### config.mk
export PLATFORM = sky130hd
export DESIGN_NAME = float_to_fixed_serial
export DESIGN_NICKNAME = d
export VERILOG_FILES = /design/src/rtl/float_to_fixed_serial.sv
export SDC_FILE = /design/constraint.sdc
export NUM_CORES = 1
export LEC_CHECK = 0
export CAP_MARGIN = 20
export CORE_MARGIN = 4
export CORE_UTILIZATION = 51
export CTS_CLUSTER_DIAMETER = 40
export DETAILED_ROUTE_END_ITERATION = 6
export PLACE_DENSITY = 0.78
export SYNTH_ARGS = -nofsm -noshare
export SYNTH_HDL_FRONTEND = slang
export SYNTH_SLANG_ARGS = --single-unit
### constraint.sdc
create_clock -name clk -period 2 [get_ports clk]
set_input_delay 0.5 -clock clk [delete_from_list [all_inputs] [get_ports clk]]
set_output_delay 0.5 -clock clk [all_outputs]
set_load 0.1 [all_outputs]
### src/rtl/float_to_fixed_serial.sv
// rtl/float_to_fixed_serial.sv - half-precision float to signed fixed point, one shift bit per cycle
module float_to_fixed_serial #(
  parameter int INT_BITS  = 16,
  parameter int FRAC_BITS = 8,
  localparam int W = INT_BITS + FRAC_BITS
) (
  input  logic         clk,
  input  logic         rst,
  input  logic         in_valid,
  output logic         in_ready,
  input  logic [15:0]  float_in,
  output logic         out_valid,
  input  logic         out_ready,
  output logic [W-1:0] fixed_out,
  output logic         overflow,
  output logic         zero,
  output logic         nan,
  output logic         precisionLost
);

  typedef enum logic [1:0] {IDLE, SHIFT, FINISH, DONE} state_t;

  localparam logic [W-1:0] MAX_MAG = {1'b0, {(W-1){1'b1}}};

  state_t state, next_state;

  logic [W-1:0] mag;
  logic [7:0]   cnt;
  logic         left;
  logic         sign;

  logic [4:0]        f_exp;
  logic [9:0]        f_frac;
  logic [4:0]        e;
  logic signed [9:0] k;
  logic signed [9:0] neg_k;
  logic [W-1:0]      acc_mag;
  logic [7:0]        acc_cnt;
  logic              acc_left;
  logic              acc_ovf;
  logic              acc_nan;
  logic [W-1:0]      res_mag;

  assign f_exp   = float_in[14:10];
  assign f_frac  = float_in[9:0];
  assign res_mag = overflow ? MAX_MAG : mag;

  // Decode of the incoming float into a starting magnitude and shift plan
  always_comb begin
    acc_mag  = '0;
    acc_cnt  = '0;
    acc_left = 1'b0;
    acc_ovf  = 1'b0;
    acc_nan  = 1'b0;
    e        = (f_exp == 5'd0) ? 5'd1 : f_exp;
    k        = $signed({5'b0, e}) + $signed(10'(FRAC_BITS - 25));
    neg_k    = -k;
    if (f_exp == 5'd31) begin
      if (f_frac != 10'd0) begin
        acc_nan = 1'b1;
      end else begin
        acc_ovf = 1'b1;
        acc_mag = MAX_MAG;
      end
    end else if (!(f_exp == 5'd0 && f_frac == 10'd0)) begin
      acc_mag = W'({f_exp != 5'd0, f_frac});
      if (k > 10'sd0) begin
        acc_left = 1'b1;
        acc_cnt  = k[7:0];
      end else if (k < 10'sd0) begin
        // every mantissa bit is gone after 12 right shifts
        acc_cnt = (neg_k > 10'sd12) ? 8'd12 : neg_k[7:0];
      end
    end
  end

  always_ff @(posedge clk or posedge rst) begin
    if (rst) state <= IDLE;
    else     state <= next_state;
  end

  always_comb begin
    next_state = state;
    case (state)
      IDLE:    if (in_valid) next_state = SHIFT;
      SHIFT:   if (cnt == 8'd0) next_state = FINISH;
      FINISH:  next_state = DONE;
      DONE:    if (out_ready) next_state = IDLE;
      default: next_state = IDLE;
    endcase
  end

  always_comb begin
    in_ready  = (state == IDLE);
    out_valid = (state == DONE);
  end

  always_ff @(posedge clk or posedge rst) begin
    if (rst) begin
      mag           <= '0;
      cnt           <= '0;
      left          <= 1'b0;
      sign          <= 1'b0;
      fixed_out     <= '0;
      overflow      <= 1'b0;
      zero          <= 1'b0;
      nan           <= 1'b0;
      precisionLost <= 1'b0;
    end else begin
      case (state)
        IDLE: if (in_valid) begin
          mag           <= acc_mag;
          cnt           <= acc_cnt;
          left          <= acc_left;
          sign          <= float_in[15];
          fixed_out     <= '0;
          overflow      <= acc_ovf;
          nan           <= acc_nan;
          zero          <= 1'b0;
          precisionLost <= 1'b0;
        end
        SHIFT: if (cnt != 8'd0) begin
          if (left) begin
            if (mag[W-2]) overflow <= 1'b1;
            mag <= mag << 1;
          end else begin
            if (mag[0]) precisionLost <= 1'b1;
            mag <= mag >> 1;
          end
          cnt <= cnt - 8'd1;
        end
        FINISH: begin
          // saturation keeps the result symmetric, so -2^(W-1) never appears
          fixed_out <= sign ? (~res_mag + 1'b1) : res_mag;
          zero      <= (res_mag == '0);
        end
        default: ;
      endcase
    end
  end

endmodule

=== After elaboration in Yosys (flattened, before gate mapping) ===
Cells that the tools add are included.

* Output and inout port bits: 30
* Bits of input ports: 20
* Register bits after elaboration: 64
* Word-level logic and storage cells: 89

* Equal/unequal tests: 12
* Bitwise logic cells: 1
* $add $sub $neg: 4
* Mux-type cells: 42
* Reduce and logical (&&, ||, !) cells: 17
* $lt $le $gt $ge: 3

{| class="wikitable"
|+ Operators with widths
! kind !! number
|-
| $mux W24 || 7
|-
| $pmux W24 S2 || 2
|-
| $mux W8 || 7
|-
| $add A24 B1 Y24 const B || 1
|-
| $logic_not A24 Y1 || 1
|-
| $not A24 Y24 || 1
|-
| $mux W23 || 1
|-
| $pmux W8 S2 || 1
|-
| $mux W1 || 15
|-
| $ne A2 B2 Y1 const B || 7
|-
| $mux W11 || 1
|-
| $gt A10 B5 Y1 const B || 1
|-
| $logic_not A10 Y1 || 1
|-
| $neg A7 Y10 || 1
|-
| $reduce_and A5 Y1 || 2
|-
| $reduce_bool A10 Y1 || 1
|-
| $logic_not A8 Y1 || 1
|-
| $pmux W2 S4 || 1
|-
| $reduce_bool A8 Y1 || 1
|-
| $sub A8 B1 Y8 const B || 1
|-
| $add A6 B6 Y7 const B || 1
|-
| $gt A7 B1 Y1 const B || 1
|-
| $lt A7 B1 Y1 const B || 1
|-
| $mux W2 || 3
|-
| other kinds (13) || 19
|}

=== Logic depth before layout (Yosys ltp) ===
Gate-level depths: netlist (run 1).

* Depth in word-level cells: 12
* Gate-level depth with buffers: 14

=== Worst setup path after synthesis (run 1) ===
Ideal clock, no wire load.

* Path kind: input -> register
* Start: input port float_in[12]
* End: register cnt[3]
* Arrival time: 2.937 ns
* Path buffers: 1
* Required time: 1.913 ns
* Cell stages on the path: 12
* Setup time: 0.087 ns
* Path slack: -1.023 ns
* Cell sequence: buf_2 -> nor4_1 -> or2_2 -> inv_1 -> ha_1 -> xnor2_1 -> nand4_1 -> ha_1 -> o21ai_0 -> a31oi_1 -> or4b_1 -> o211ai_1

* Word-level cells in the longest chain between the ends: 12
* Elaborated cells between the ends (all ways): 16
* Classes of those cells: add/sub: 2; order compare: 3; eq/ne: 1; mux: 8; reduce/logical: 2

{| class="wikitable"
|+ Ends and longest elaborated chain
! what !! RTL line !! RTL
|-
| start, declared || 11 || <nowiki>input logic [15:0] float_in,</nowiki>
|-
| $logic_not A5 Y1 || 55, 65 ||
|-
| $mux W5 || 55 || <nowiki>e = (f_exp == 5'd0) ? 5'd1 : f_exp;</nowiki>
|-
| $add A6 B6 Y7 || 56 || <nowiki>k = $signed({5'b0, e}) + $signed(10'(FRAC_BITS - 25));</nowiki>
|-
| $neg A7 Y10 || 57 || <nowiki>neg_k = -k;</nowiki>
|-
| $gt A10 B5 Y1 || 72 || <nowiki>acc_cnt = (neg_k > 10'sd12) ? 8'd12 : neg_k[7:0];</nowiki>
|-
| $mux W8 || 72 ||
|-
| $mux W8 || 70 || <nowiki>end else if (k < 10'sd0) begin</nowiki>
|-
| $mux W8 || 67 || <nowiki>if (k > 10'sd0) begin</nowiki>
|-
| $mux W8 || 65 || <nowiki>end else if (!(f_exp == 5'd0 && f_frac == 10'd0)) begin</nowiki>
|-
| $mux W8 (*) || 58 || <nowiki>if (f_exp == 5'd31) begin</nowiki>
|-
| $mux W8 (*) || 111 || <nowiki>IDLE: if (in_valid) begin</nowiki>
|-
| $pmux W8 S2 (*) || 110 || <nowiki>case (state)</nowiki>
|-
| end signal, assigned || 113 || <nowiki>cnt <= acc_cnt;</nowiki>
|-
| end signal, assigned || 130 || <nowiki>cnt <= cnt - 8'd1;</nowiki>
|-
| end, declared || 28 || <nowiki>logic [7:0] cnt;</nowiki>
|}

Mark *: on every way between the ends. The rest lies on a longest branch, timed or not. The select of a mux whose other input is x is not followed.
A chain may end at the register's enable or synchronous reset.

=== Worst setup path in the final report (run 1) ===
* Start: input port float_in[13]
* End: register cnt[3]

Same word-level chain as after synthesis.

==> flow_metrics.py, run 1 <==
metrics = {
    "worst_setup_path": {
        "r2r_slack_ps": -280,
        "worst_path_largest_cell_delay_ps": 460,
        "r2r-end": "fixed_out[8]",
        "cp.arrival_ps": 2730,
        "reg2regPathDepth": 9,
        "cp_common_cell": "ha_4",
        "worstPathCellList": "buf_8 > nor4_4 > or2_4 > inv_4 > ha_4 > buf_4 > xnor2_2 > nand4_1 > ha_4 > o21ai_2 > a31oi_1 > or4b_1 > o211ai_1",
        "start_kind": "primary input",
        "cp-end-kind": "flip-flop",
        "crit_type": "primary input to flip-flop",
        "r2r-start": "overflow",
        "cp_max_fo": 3,
        "crit_required_ps": 2280,
        "cp_slowest_cell": "or4b_1",
    },
    "yosys": {
        "synthTopCellsByArea": "dfrtp_1, nand2_1, o21ai_0",
        "synth_mux_area_frac": 0.0745,
        "synth_compound_area_frac": 0.222,
        "async_flop_share": 1.00,
        "syn_area_sq_um": 4310,
        "ys_ff_latch": 64,
        "synthSimpleGateAreaFrac": 0.215,
        "yosys.area_share.adder": 0.0319,
        "yosysUniqueCellTypes": 68,
        "ys_warn_count": 0,
        "ys.flop_type": "dfrtp_1",
        "yosysTopAreaCell": "dfrtp_1",
        "synth_edf_count": 0,
        "synthXorXnorAreaFrac": 0.0365,
        "post-synth-top-area-fraction": 0.371,
        "ys_seq_area_frac": 0.371,
        "synthesis.instances": 507,
        "syn_nets": 538,
        "synth_top_family_by_area": "compound AO/OA/AOI/OAI gates",
        "syn_avg_cell_area_sq_um": 8.51,
    },
    "timing": {
        "timing.fmax_mhz": 407,
        "tns_ps": -3710,
        "period_share": 1.23,
        "setup-violations-final": 18,
        "setup_slack_ps": -457,
        "rsz0062_at_grt": "true",
        "skew_ps": 14.3,
        "hold_viol": 0,
        "max_slew_margin": 0.557,
        "tightest_slew_ps": 665,
        "timing.final.max_slew_violations": 0,
        "period_needed_ps": 2460,
    },
    "routing": {
        "first_pass_iters": 5,
        "drc": 0,
        "ant_nets": 0,
        "routed_wl_mm": 16.1,
        "drtIter0Drc": 405,
        "drt-wirelength-per-cell_um": 21.3,
        "num_vias": 4811,
        "vias_per_cell": 6.37,
    },
    "final_layout": {
        "n_antenna_cell": 0,
        "final_area_sq_um": 6780,
        "nets": 676,
        "area_growth_pct": 57.2,
        "layout-drive-gt1-share": 0.411,
        "finalNonFillerCells": 755,
    },
    "grt": {
        "overflow": 0,
        "first_global_vias": 4659,
        "grt_pass1_wl_mm": 22.9,
        "grt_max_degree": 33,
        "track_usage": 0.287,
        "antenna_found_initial": 0,
    },
    "floorplanning": {
        "initial_core_util": 0.525,
        "dieArea_sq_um": 10000,
        "io_pins": 50,
        "rows": 33,
        "die_x_um": 100,
        "core_area_sq_um": 8220,
        "die_height_um": 100,
    },
    "power": {
        "comb_power_share": 0.694,
        "seqPwrFrac": 0.208,
        "p_clk_frac": 0.098,
        "power_density_nw_per_um2": 1750,
        "p_sw_frac": 0.518,
        "p_sw_w": 0.00616,
        "p_int_w": 0.00574,
        "leakage_nw": 2.97,
        "peakVddDrop_mv": 0.810,
    },
    "place": {
        "place_inst": 718,
        "gp_congestion": 0.967,
        "dp_hpwl_mm": 9.38,
        "io_buffers": 49,
        "placed_area_sq_um": 6040,
    },
    "clocking": {
        "holdBufCountCts": 0,
        "clk_latency_ps": 360,
        "clk_path_buf_depth": 2,
        "cts_tree": "built",
        "numCtsBuffers": 9,
        "cts-root-buf": "clkbuf_8",
        "clock-sinks": 64,
        "htreeDepth": 3,
        "path_clk_slew_ps": 80,
    },
    "run_status": {
        "violations": "setup timing",
        "status": "finished, violations left",
    },
    "flow_run": {
        "maxCapViolCount": 0,
    },
    "hold_path": {
        "min_path_type": "primary input to async pin",
    },
}
[power groups by stage]
stage / combinational [W] / clock (W) / sequential [W]
finish: 0.00826 / 0.00116 / 0.00248
global placement: 0.00698 / 0 / 0.00235
CTS: 0.00743 / 0.00114 / 0.00237
global route: 0.00863 / 0.00121 / 0.00253
detailed placement: 0.00719 / 0 / 0.00238
floorplan: 0.00333 / 0 / 0.00362
[routing by layer]
| layer | global-route usage | routed length, um |
|---|---|---|
| met1 | 0.338 | 5810 |
| met2 | 0.517 | 8220 |
| met3 | 0.0459 | 1210 |
| met5 | 0 | 0 |
| met4 | 0.126 | 831 |
[critical path: cells and delay by family]
family	cells	cell delay (ps)
buffers and inverters	3	270
AND/OR/NAND/NOR	4	1090
adder cells (fa/ha/maj)	2	390
XOR/XNOR	1	170
AO/OA/AOI/OAI	3	300
[cells in the final DEF, fill, tap and decap left out, drive strengths merged, types with 14 or more instances in the layout]
cell / synthesis / layout
buf: 12 / 148
nor2: 52 / 52
dfrtp: 64 / 64
o21ai: 54 / 54
a21oi: 25 / 25
xnor2: 17 / 17
mux2: 17 / 17
nor3: 15 / 15
inv: 14 / 14
nand2: 68 / 68
[logic make-up after synthesis]
logic type | count (synthesis)
AND/OR/NAND/NOR | 187
AO/OA/AOI/OAI | 146
flip-flops | 64
buffers and inverters | 51
multiplexers | 30
XOR/XNOR | 18
adder cells (fa/ha/maj) | 11
[per-stage QoR]
stage | util | hold slack, ps | worst slack [ps] | total power [W]
after global placement | 0.735 | 523 | -1290 | 0.00933
after detailed placement | 0.735 | 530 | -1430 | 0.00957
after CTS | 0.783 | 456 | -580 | 0.0109
final | 0.825 | 442 | -457 | 0.0119
after global routing | 0.825 | 466 | -599 | 0.0124
after floorplan | - | 489 | -798 | 0.00695
[repair_timing]
item,CTS,global route
setup endpoints to repair,42,51
endpoints found under the hold margin,0,0
pin swaps,29,37
buffers inserted,9,12
gates resized for setup,51,60
[synth_stat cells (all sizes together) (2+ instances only)]
master   number
a211oi        3
and2          3
mux2         17
nor2         52
nand2        68
o31ai         8
and3          2
a2111oi       4
o22ai         7
o21ai        54
a31o          2
nor4b         2
o21a          2
nand2b        9
a21oi        25
o41ai         3
nor4          5
a22oi         2
or4           3
nor2b         5
a311oi        8
nor3         15
o211ai        3
a22o          6
nand4         3
nand3b        2
o2bb2ai       2
buf          12
inv          14
nand3         6
clkbuf       24
and4          2
mux2i        13
xnor2        17
nor3b         6
a21o          2
dfrtp        64
a221oi        3
ha           11
a31oi         5
[worst max-delay path by stage]
| stage | from | endpoint | slack [ps] |
|---|---|---|---|
| 6_report | float_in[13] | cnt[3] | -460 |
| 5_1_grt | float_in[13] | cnt[3] | -600 |
| 4_1_cts | float_in[14] | cnt[3] | -580 |
| 3_5_place_dp | float_in[12] | cnt[0] | -1430 |
| 3_3_place_gp | float_in[12] | cnt[3] | -1290 |
| 2_1_floorplan | float_in[12] | cnt[3] | -800 |
[registers in the layout, indices dropped and copies added, names as in the netlist]
register and count:
cnt 8, overflow 1, left 1, zero 1
precisionLost 1, mag 24, fixed_out 24, state 2
nan 1, sign 1
[final cells by class]
cell class / count / area [sq um]
multi-input cells: 392 / 3000
clock inverters: 7 / 71.3
inverters: 15 / 62.6
flip-flops and latches: 64 / 1600
well taps: 105 / 131
clock buffers: 9 / 124
repair buffers: 163 / 1790
fillers: 437 / 1430
No activity file was read; power rests on OpenSTA's default activity.
==> run 2, diff against run 1 <==
==> constraint.sdc (replaced) <==
create_clock -name clk -period 2 [get_ports clk]
set_input_delay 0.4 -clock clk [delete_from_list [all_inputs] [get_ports clk]]
set_output_delay 0.4 -clock clk [all_outputs]
set_load 0.1 [all_outputs]
==> flow_metrics.py, run 2 (synthesis results as in run 1) <==
metrics = {
    "run_status": {
        "status": "finished, violations left",
        "violations": "setup timing",
    },
    "timing": {
        "hold_viol": 0,
        "tightest_slew_ps": 536,
        "setup_slack_ps": -491,
        "max_slew_margin": 0.643,
        "tns_ps": -2590,
        "timing.final.max_slew_violations": 0,
        "rsz0062_at_grt": "true",
        "hold_slack_ps": 446,
        "period_share": 1.25,
        "skew_ps": 16.2,
        "timing.fmax_mhz": 401,
        "period_needed_ps": 2490,
        "setup-violations-final": 15,
    },
    "worst_setup_path": {
        "cp_max_fo": 3,
        "start_kind": "primary input",
        "crit_required_ps": 2210,
        "cp.arrival_ps": 2700,
        "crit_type": "primary input to flip-flop",
        "cp-end-kind": "flip-flop",
    },
    "clocking": {
        "clk_path_buf_depth": 2,
        "clock-sinks": 64,
        "holdBufCountCts": 0,
        "path_clk_slew_ps": 80,
        "htreeDepth": 3,
        "numCtsBuffers": 9,
        "clk_latency_ps": 350,
        "cts_tree": "built",
        "cts-root-buf": "clkbuf_8",
    },
    "routing": {
        "drc": 0,
        "first_pass_iters": 5,
        "num_vias": 4487,
        "ant_nets": 0,
        "vias_per_cell": 5.97,
        "drtIter0Drc": 300,
        "routed_wl_mm": 13.6,
        "drt-wirelength-per-cell_um": 18.1,
    },
    "place": {
        "dp_hpwl_mm": 9.02,
        "io_buffers": 49,
        "place_inst": 718,
        "pre_cts_ws_ps": -1270,
        "gp_congestion": 0.942,
    },
    "power": {
        "leakage_nw": 2.80,
        "peakVddDrop_mv": 0.803,
        "power_density_nw_per_um2": 1690,
    },
    "final_layout": {
        "finalNonFillerCells": 752,
        "layout_commonest_cell": "buf_4",
        "final_cell_mix": "buf_4, nand2_1, dfrtp_1, nor2_1, o21ai_0",
        "top_regs": "fixed_out (24), mag (24), cnt (8)",
        "n_antenna_cell": 0,
        "layout-drive-gt1-share": 0.379,
        "area_growth_pct": 46.5,
        "fillCellCount": 533,
        "nets": 673,
    },
    "grt": {
        "grt_pass1_wl_mm": 20.7,
        "antenna_found_initial": 0,
        "first_global_vias": 4252,
        "track_usage": 0.256,
        "overflow": 0,
        "grt_max_degree": 65,
    },
    "floorplanning": {
        "dieArea_sq_um": 10000,
        "core_area_sq_um": 8220,
        "rows": 33,
        "die_x_um": 100,
        "io_pins": 50,
        "die_height_um": 100,
        "initial_core_util": 0.525,
    },
    "flow_run": {
        "maxCapViolCount": 0,
    },
    "hold_path": {
        "min_path_type": "primary input to async pin",
    },
}
==> run 2: power breakdown <==
part	internal, W	leakage, nW	switching, W
Combinational	0.00278	1.88	0.00448
Clock	0.000583	0.100	0.000559
Sequential	0.00175	0.826	0.000546
Total	0.00512	2.80	0.00558
==> run 2: stage by stage <==
stage,total power [W],instance area (sq um),util
global route,0.0112,6320,0.769
floorplan,0.00695,4550,-
detailed placement,0.00888,5690,0.692
global placement,0.00866,5690,0.692
finish,0.0107,6320,0.769
CTS,0.0102,6060,0.738
==> run 2: repair_timing <==
item                                    4_1_cts  5_1_grt
resized for setup                            51       51
buffers inserted                             11        7
endpoints found under the setup margin       41       50
pin swaps                                    20       25
==> run 2: final timing paths <==
path,slack [ps],from,depth (start not counted),to
setup / recovery,-490,float_in[13],16,cnt[3]
hold / removal,450,rst,3,fixed_out[8]
setup reg to reg,-180,state[0],8,cnt[3]
hold reg to reg,480,fixed_out[6],2,fixed_out[6]
max in group asynchronous,1250,rst,3,overflow
min in group clk,480,fixed_out[6],2,fixed_out[6]
==> run 2: area by class of cell <==
class | count | area, sq um | share of cell area
multi-input combinational | 392 | 2900 | 0.459
sequential | 64 | 1600 | 0.254
timing repair buffer | 160 | 1420 | 0.225
tap | 105 | 131 | 0.0208
clock buffer | 10 | 128 | 0.0202
clock inverter | 6 | 70.1 | 0.0111
inverter | 15 | 61.3 | 0.00970
==> run 2: metal layers <==
layer | track usage | up-vias | wire, um
li1 | - | 2103 | -
met1 | 0.314 | 2157 | 5390
met2 | 0.450 | 193 | 7110
met3 | 0.0341 | 34 | 711
met4 | 0.110 | 0 | 404
met5 | 0 | - | 0
==> run 2: critical path, cell delays in order <==
cell and delay (ps):
buf_8 100, nor4_4 280, or2_4 180, inv_4 40, ha_4 150, or3b_4 240
nand2_4 60, nand2_2 70, nand4_1 130, ha_4 320, buf_4 110, buf_6 90
inv_4 30, buf_6 120, a211oi_1 240, o211ai_1 150
==> run 3, diff against run 2 <==
- ABC_CLOCK_PERIOD_IN_PS: unset -> 2000
==> results of run 3 <==
Final layout, timing and power as in run 2 (identical DEF).
